==> src/rtl/udp_mem_gateway.sv <==
// udp_mem_gateway: UDP payload to local-bus read/write master with echo reply.
// Ports: clk, rst (sync, active high); idata/raw_s payload stream in;
//   odata reply byte out (n_lat cycles later); lb_addr/lb_wdata/lb_write/
//   lb_read local-bus master; lb_rdata read data (rd_lat after lb_read).
// Optional: define MEM_GW_WR_COUNT_EN to add the wr_count[15:0] output.
module udp_mem_gateway #(
    parameter int n_lat  = 3,
    parameter int rd_lat = 1
) (
    input  logic        clk,
    input  logic        rst,
    input  logic [7:0]  idata,
    input  logic        raw_s,
    output logic [7:0]  odata,
    output logic [23:0] lb_addr,
    output logic [31:0] lb_wdata,
    output logic        lb_write,
    output logic        lb_read,
    input  logic [31:0] lb_rdata
`ifdef MEM_GW_WR_COUNT_EN
    ,
    output logic [15:0] wr_count
`endif
);

    typedef enum logic [1:0] {DRAIN, IDLE, HDR, XACT} state_t;

    state_t      state, state_nx;
    logic [2:0]  cnt, cnt_nx;
    logic        is_rd;
    logic [23:0] addr_r;
    logic [23:0] wd_r;
    logic        in_x, rd_req, wr_req;
    logic        v_in, sub_in;

    logic [rd_lat-1:0] rd_sr;
    logic              rd_valid;
    logic [31:0]       rdata_r, rd_now;
    logic [7:0]        rd_byte;

    // Delay line; stage n_lat-2 feeds the odata register.
    logic [7:0]       dl_byte [n_lat-1];
    logic [1:0]       dl_idx  [n_lat-1];
    logic [n_lat-2:0] dl_v;
    logic [n_lat-2:0] dl_sub;

    assign in_x   = (state == XACT) && raw_s;
    assign rd_req = in_x && (cnt == 3'd3) && is_rd;
    assign wr_req = in_x && (cnt == 3'd7) && !is_rd;
    assign v_in   = raw_s && (state != DRAIN);
    // Data bytes of a read are replaced by the captured read word.
    assign sub_in = in_x && cnt[2] && is_rd;

    assign rd_valid = rd_sr[rd_lat-1];

    always_comb begin
        state_nx = state;
        cnt_nx   = cnt;
        unique case (state)
            DRAIN: if (!raw_s) state_nx = IDLE;
            IDLE: begin
                if (raw_s) begin
                    state_nx = HDR;
                    cnt_nx   = 3'd1;
                end
            end
            HDR: begin
                if (!raw_s) begin
                    state_nx = IDLE;
                end else begin
                    cnt_nx = cnt + 3'd1;
                    if (cnt == 3'd7) state_nx = XACT;
                end
            end
            XACT: begin
                if (!raw_s) state_nx = IDLE;
                else        cnt_nx   = cnt + 3'd1;
            end
        endcase
    end

    // When rd_lat = n_lat-1 the read word arrives in the same cycle the
    // first data byte is substituted, so bypass the capture register.
    always_comb begin
        rd_now = rd_valid ? lb_rdata : rdata_r;
        unique case (dl_idx[n_lat-2])
            2'd0: rd_byte = rd_now[31:24];
            2'd1: rd_byte = rd_now[23:16];
            2'd2: rd_byte = rd_now[15:8];
            2'd3: rd_byte = rd_now[7:0];
        endcase
    end

    always_ff @(posedge clk) begin
        if (rst) begin
            state    <= DRAIN;
            cnt      <= 3'd0;
            is_rd    <= 1'b0;
            addr_r   <= '0;
            wd_r     <= '0;
            lb_addr  <= '0;
            lb_wdata <= '0;
            lb_write <= 1'b0;
            lb_read  <= 1'b0;
            rd_sr    <= '0;
            rdata_r  <= '0;
            odata    <= 8'h00;
            dl_v     <= '0;
            dl_sub   <= '0;
            for (int k = 0; k < n_lat - 1; k++) begin
                dl_byte[k] <= 8'h00;
                dl_idx[k]  <= 2'd0;
            end
        end else begin
            state    <= state_nx;
            cnt      <= cnt_nx;
            lb_read  <= rd_req;
            lb_write <= wr_req;

            if (in_x) begin
                unique case (cnt)
                    3'd0:             is_rd  <= idata[4];
                    3'd1, 3'd2, 3'd3: addr_r <= {addr_r[15:0], idata};
                    3'd4, 3'd5, 3'd6: wd_r   <= {wd_r[15:0], idata};
                    default: ;
                endcase
            end

            if (rd_req) lb_addr <= {addr_r[15:0], idata};
            if (wr_req) begin
                lb_addr  <= addr_r;
                lb_wdata <= {wd_r, idata};
            end

            rd_sr[0] <= lb_read;
            for (int k = 1; k < rd_lat; k++) rd_sr[k] <= rd_sr[k-1];
            if (rd_valid) rdata_r <= lb_rdata;

            dl_byte[0] <= idata;
            dl_idx[0]  <= cnt[1:0];
            dl_v[0]    <= v_in;
            dl_sub[0]  <= sub_in;
            for (int k = 1; k < n_lat - 1; k++) begin
                dl_byte[k] <= dl_byte[k-1];
                dl_idx[k]  <= dl_idx[k-1];
                dl_v[k]    <= dl_v[k-1];
                dl_sub[k]  <= dl_sub[k-1];
            end

            if (!dl_v[n_lat-2])       odata <= 8'h00;
            else if (dl_sub[n_lat-2]) odata <= rd_byte;
            else                      odata <= dl_byte[n_lat-2];
        end
    end

`ifdef MEM_GW_WR_COUNT_EN
    always_ff @(posedge clk) begin
        if (rst)           wr_count <= 16'h0000;
        else if (lb_write) wr_count <= wr_count + 16'h0001;
    end
`endif

endmodule

==> config.mk <==
export PLATFORM = sky130hd
export DESIGN_NAME = udp_mem_gateway
export DESIGN_NICKNAME = d
export VERILOG_FILES = /design/src/rtl/udp_mem_gateway.sv
export SDC_FILE = /design/constraint.sdc
export NUM_CORES = 1
export LEC_CHECK = 0
export BUFFER_PORTS_ARGS = -buffer_cell sky130_fd_sc_hd__buf_2
export CAP_MARGIN = 20
export CELL_PAD_IN_SITES_DETAIL_PLACEMENT = 1
export CELL_PAD_IN_SITES_GLOBAL_PLACEMENT = 1
export CORE_MARGIN = 2
export CORE_UTILIZATION = 42
export DETAILED_ROUTE_END_ITERATION = 16
export PLACE_DENSITY = 0.75
export SLEW_MARGIN = 20
export SYNTH_ARGS = -nofsm -noshare
export SYNTH_HDL_FRONTEND = slang
export SYNTH_SLANG_ARGS = --single-unit
==> constraint.sdc <==
create_clock -name clk -period 1.9 [get_ports clk]
set_input_delay 0.38 -clock clk [delete_from_list [all_inputs] [get_ports clk]]
set_output_delay 0.38 -clock clk [all_outputs]
set_load 0.01 [all_outputs]
==> run_results.csv, run 1 <==
group,metric,value,unit
hold_path,worstHoldPathCells,3,
clocking,cts_buffers,17,
synth,yosysSeqAreaShare,53.1,%
worst_setup_path,reg2reg_depth,7,
clocking,clk_latency,0.42,ns
floorplan,pin_count,109,
clocking,cts_setup_buffers,0,
sta,relSlewSlack,61.9,%
synth,async_flop_share,0,%
route,dr_total_vias,5313,
synth,syn_inst,735,
clocking,cts_root_buf,"clkbuf_16",
sta,tightest_slew,0.571,ns
synth,syn_area,6670,um^2
synth,avgSynthCellArea,9.08,um^2
clocking,clock_path_buffers,2,
flow_run,drv_cap,0,
route,drc_errors,0,
route,via_per_inst,5.04,
final_layout,area_growth,20.5,%
worst_setup_path,arrival,2.07,ns
sta,finClkSkew,0.00965,ns
floorplan,core_area,15700,um^2
sta,fmax,0.559,GHz
clocking,clock-sinks,177,
worst_setup_path,crit_chain,"inv_1 -> ha_1 -> o21ba_2 -> o21bai_2 -> buf_12 -> mux2i_1 -> nor2_1",
final_layout,n_antenna_cell,0,
placement,globalplace.congestion,0.767,
worst_setup_path,slowest_delay,0.39,ns
synth,ys_warn_count,0,
power_and_ir_drop,ir_drop,720,uV
global_routing,grt.total_usage,20.8,%
synth,ys.flop_type,"dfxtp_1",
global_routing,grt_pass1_vias,5376,
power_and_ir_drop,leakage,0.00323,uW
floorplan,initial_core_util,42.5,%
worst_setup_path,crit_type,"flop to flop",
worst_setup_path,crit_fanout,24,
hold_path,worstHoldPathType,"input pin to flop",
worst_setup_path,end_kind,"flop",
clocking,cts_hold_buf,0,
synth,synth_cell_types,37,
worst_setup_path,path_buf_inv,2,
clocking,path_clk_slew,0.06,ns
global_routing,antenna_found_initial,0,
global_routing,gr-total-overflow,0,
sta,slew_violations,0,
clocking,htree_num_levels,4,
synth,ys_seq_elements,177,
sta,fin_hold_ws,0.224,ns
route,ant_nets,0,
final_layout,layout-drive-gt1-share,21.0,%
placement,io_buffers,108,
sta,rsz0062_at_grt,"false",
placement,hpwlAfterDp,11400,um
worst_setup_path,cp.depth,7,
floorplan,die_h,130,um
synth,synth_fp_nets,788,
clocking,cts_tree,"done",
power_and_ir_drop,power.total,7850,uW
final_layout,fin_nets,879,
power_and_ir_drop,power_density,977,nW/um^2
floorplan,dieArea,16900,um^2
worst_setup_path,slowest_stage,"dfxtp_1",
route,drtIter0Drc,236,
global_routing,grt_max_degree,127,
sta,setup_viol,0,
final_layout,nFillCells,1858,
floorplan,rows,46,
worst_setup_path,critical_path.top_delay_family,"flip-flops",
global_routing,grt_pass1_wl,27300,um
synth,synth_enable_flop_cells,0,
floorplan,die_x,130,um
sta,fin_crit_sh,94.2,%
route,post_drt_wl_per_cell,16.4,um
worst_setup_path,cp-start-kind,"flop",
route,wl,17300,um
sta,min_period,1.79,ns
route,detailedRoute.firstPassIterationCount,4,
worst_setup_path,cp_data_required_time,2.18,ns
sta,hold_violations,0,
run_status,status,"finished, final reports clean",
cells in the mapped netlist, types with 8 or more instances:
cell | number | area share [%]
buf_2 | 13 | 0.98
a311oi_1 | 16 | 2.1
dfxtp_1 | 177 | 53
nor2_1 | 90 | 5.1
nand2_1 | 179 | 10
nand2b_1 | 11 | 1.0
nor2b_1 | 23 | 2.2
clkbuf_1 | 24 | 1.4
a311oi_2 | 8 | 1.8
a21oi_1 | 66 | 5.0
mux2i_1 | 57 | 8.6
ha_1 | 10 | 1.9
o22ai_1 | 8 | 0.75
cell families (layout without fill, tap and decap cells):
logic type                 after synthesis  in the layout  synth area share, %
and+or+nand+nor                        313            313                 19.6
buffers and inverters                   58            162                 4.63
AOI/OAI and AO/OA                      117            117                 11.7
DFF                                    177            177                 53.1
adders and majority gates               10             10                 1.88
muxes                                   60             60                 9.06
tightest hold or removal path: stages:
cell and delay, ns:
buf_2 0.08, mux2i_1 0.08, nor2_1 0.08
sequential cells by signal (all words and copies together) (netlist names), 2 cells and up:
| register | count |
|---|---|
| dl_sub | 2 |
| wd_r | 24 |
| dl_byte | 16 |
| lb_addr | 24 |
| rdata_r | 32 |
| odata | 8 |
| addr_r | 24 |
| cnt | 3 |
| dl_idx | 4 |
| dl_v | 2 |
| lb_wdata | 32 |
| state | 2 |
layer usage:
metal	vias up	wire, um	GRT usage, %	part of all wire, %
met5	-	0	0	0
met4	0	220	7.34	1.3
met3	15	624	4.35	3.6
met2	100	8480	35.0	49
met1	2581	8020	26.5	46
li1	2617	-	-	-
path summary, 6_finish.rpt:
check                startpoint          end  slack [ns]
setup / recovery         cnt[1]    addr_r[6]        0.11
hold / removal     lb_rdata[23]  rdata_r[23]        0.22
setup reg to reg         cnt[1]    addr_r[6]        0.11
hold reg to reg   dl_byte[0][8]     odata[0]        0.43
final cells by class:
class / instances / area, um^2 / share of cell area, %
sequential: 177 / 3550 / 44.1
timing repair buffer: 123 / 759 / 9.45
clock inverter: 11 / 128 / 1.59
clock buffer: 21 / 460 / 5.73
inverter: 7 / 26.3 / 0.327
tap: 216 / 270 / 3.36
multi-input combinational: 500 / 2850 / 35.4
through the flow:
step	area, um^2	TNS (ns)	utilization, %	worst slack [ns]	cells
3_5_place_dp	7400	-0.225	47.1	-0.0323	1022
5_1_grt	8040	0	51.2	0.00111	1055
4_1_cts	8030	0	51.1	0.0172	1055
3_3_place_gp	7400	0	47.1	0.137	1022
6_report	8040	0	51.2	0.110	1055
2_1_floorplan	6670	0	-	0.277	735
report_power, final:
group | switching [uW] | internal (uW) | total [uW]
registers | 64.9 | 3780 | 3850
logic | 319 | 221 | 541
clock network | 1450 | 2010 | 3460
total | 1840 | 6010 | 7850
layout by cell type, fill, tap and decap left out, types with 2 or more instances in the layout:
| cell | n |
|---|---|
| bufinv_16 | 2 |
| o221ai_1 | 2 |
| nor2b_1 | 23 |
| o21ai_0 | 3 |
| ha_1 | 9 |
| mux2i_1 | 57 |
| inv_6 | 2 |
| buf_4 | 8 |
| nand2_1 | 179 |
| a311oi_1 | 15 |
| clkbuf_8 | 2 |
| a311oi_2 | 9 |
| clkbuf_1 | 2 |
| nand2b_1 | 10 |
| inv_1 | 7 |
| nor2_1 | 90 |
| o211ai_1 | 6 |
| o22ai_1 | 8 |
| a21oi_1 | 66 |
| dfxtp_2 | 2 |
| buf_2 | 107 |
| buf_12 | 6 |
| mux2_2 | 3 |
| dfxtp_1 | 175 |
| clkinvlp_4 | 6 |
| clkbuf_16 | 17 |
| nor3b_1 | 2 |
repair_timing:
action / 4_1_cts / 5_1_grt
setup endpoints to repair: 33 / 64
resized for setup: 1 / 4
gates cloned: 1 / 0
(Power assumes the default switching activity.)
==> run 2, diff against run 1 <==
--- a/config.mk
+++ b/config.mk
@@ -5,7 +5,7 @@
 export SDC_FILE = /design/constraint.sdc
 export NUM_CORES = 1
 export LEC_CHECK = 0
-export BUFFER_PORTS_ARGS = -buffer_cell sky130_fd_sc_hd__buf_2
+export BUFFER_PORTS_ARGS = -buffer_cell sky130_fd_sc_hd__clkbuf_2
 export CAP_MARGIN = 20
 export CELL_PAD_IN_SITES_DETAIL_PLACEMENT = 1
 export CELL_PAD_IN_SITES_GLOBAL_PLACEMENT = 1
==> run 2 against run 1 <==
Clock-buffer cell count fell by 2; hold slack gained 0.0037 ns; critical path depth did not move; clock power about the same; cell count is 0.19% higher; sequential share of layout area decreased by 0.26 points; clock skew up 0.0021 ns; critical path type unchanged; largest cell class unchanged; register-to-register slack worse by 0.02 ns.
==> run_results.csv, run 2 (synthesized netlist as in run 1, its figures left out) <==
group,metric,value,unit
placement,io_buffers,108,
power_and_ir_drop,leakage,0.00321,uW
placement,placed_cell_area,7430,um^2
worst_setup_path,cp_data_required_time,2.23,ns
floorplan,pin_count,109,
worst_setup_path,crit_type,"flop to flop",
global_routing,gr-total-overflow,0,
floorplan,initial_core_util,42.5,%
sta,hold_violations,0,
floorplan,core_area,15700,um^2
clocking,clock-sinks,177,
sta,min_period,1.81,ns
worst_setup_path,crit_fanout,24,
route,detailedRoute.firstPassIterationCount,4,
sta,tightest_slew,0.476,ns
sta,slew_violations,0,
floorplan,die_x,130,um
hold_path,worstHoldPathType,"input pin to flop",
global_routing,top_usage_layer,"met2",
power_and_ir_drop,p_switching,1850,uW
clocking,cts_buffers,17,
route,drc_errors,0,
worst_setup_path,rrSetupSlack,0.09,ns
route,drtIter0Drc,295,
global_routing,use_met3,4.47,%
route,wl,17500,um
final_layout,final_common_cell,"nand2_1",
final_layout,finalInstanceArea,8090,um^2
power_and_ir_drop,ir_drop,662,uV
global_routing,grt_pass1_wl,27300,um
sta,fin_crit_sh,95.1,%
power_and_ir_drop,power_density,968,nW/um^2
sta,finClkSkew,0.0117,ns
route,dr_total_vias,5338,
route,via_per_inst,5.05,
final_layout,n_antenna_cell,0,
floorplan,die_h,130,um
power_and_ir_drop,swShare,23.6,%
sta,setup_viol,0,
power_and_ir_drop,pwr-share-seq,49.1,%
sta,fmax,0.554,GHz
clocking,cts_hold_buf,0,
placement,hpwlAfterDp,11700,um
power_and_ir_drop,power.internal,5980,uW
clocking,clock_path_buffers,2,
clocking,clk_latency,0.44,ns
placement,pre_cts_slack,0.0443,ns
sta,fin_tns_setup,0,ns
route,ant_nets,0,
sta,postLayoutSetupSlackWorst,0.0934,ns
global_routing,grtUsageMet1,25.4,%
clocking,path_clk_slew,0.06,ns
clocking,cts_root_buf,"clkbuf_16",
sta,relSlewSlack,68.2,%
power_and_ir_drop,clockPowerShare,43.9,%
global_routing,grt_max_degree,104,
worst_setup_path,arrival,2.14,ns
flow_run,drv_cap,0,
global_routing,grtUsageMet2,36.8,%
clocking,cts_tree,"done",
global_routing,grt_pass1_vias,5490,
run_status,status,"finished, final reports clean",
placement,globalplace.congestion,0.815,
clocking,htree_num_levels,4,
worst_setup_path,cp-start-kind,"flop",
route,post_drt_wl_per_cell,16.5,um
floorplan,dieArea,16900,um^2
floorplan,rows,46,
global_routing,grt.total_usage,20.8,%
final_layout,layout-drive-gt1-share,21.0,%
final_layout,fin_nets,881,
worst_setup_path,end_kind,"flop",
power_and_ir_drop,combPwrFrac,7.0,%
final_layout,area_growth,21.2,%
final_layout,final_cell_mix,"nand2_1 (179), dfxtp_1 (175), clkbuf_2 (107)",
final_layout,utilization,51.5,%
global_routing,antenna_found_initial,0,
clocking,cts_setup_buffers,0,
final_layout,reg_top3,"lb_wdata (32), rdata_r (32)",
==> run 2: final timing paths <==
check | cells past startpoint | to | startpoint
worst max-delay path | 7 | lb_addr[16] | cnt[1]
worst min-delay path | 3 | rdata_r[8] | lb_rdata[8]
worst max register to register | 7 | lb_addr[16] | cnt[1]
worst min register to register | 2 | odata[2] | dl_byte[0][10]
==> run 2: per-layer routing <==
layer,wire (um),vias up
met1,7970,2616
met4,99,0
met3,573,11
li1,-,2624
met5,0,-
met2,8850,87
==> run 2: what timing repair did <==
item / CTS / global route
resized for setup: 0 / 4
endpoints found under the setup margin: 0 / 67
hold endpoints to repair: 0 / 0
==> run 2: power by group through the flow <==
stage / registers [uW] / clock network (uW) / logic [uW]
5_1_grt: 3850 / 3680 / 615
6_report: 3840 / 3430 / 549
2_1_floorplan: 3900 / 0 / 369
4_1_cts: 3840 / 3490 / 540
3_3_place_gp: 3920 / 0 / 495
3_5_place_dp: 3920 / 0 / 535
==> run 2: layout make-up <==
class	instances	area (um^2)
Clock buffer	19	443
Clock inverter	13	139
Fill cell	1844	7630
Inverter	7	26.3
Multi-Input combinational cell	500	2850
Sequential cell	177	3550
Tap cell	216	270
Timing Repair Buffer	125	810
==> run 2: metrics by stage <==
stage / cells / hold slack, ns / total power [uW]
floorplan: 735 / 0.392 / 4270
global placement: 1023 / 0.407 / 4410
detailed placement: 1023 / 0.414 / 4460
CTS: 1055 / 0.214 / 7870
global route: 1057 / 0.227 / 8140
finish: 1057 / 0.228 / 7830
==> run 2: critical path, cell delays in order, from the launching register on <==
cell,delay (ns)
dfxtp_1,0.38
ha_1,0.19
ha_1,0.24
nand2_1,0.12
a21oi_4,0.23
buf_12,0.20
nor2_1,0.08
a311oi_2,0.25
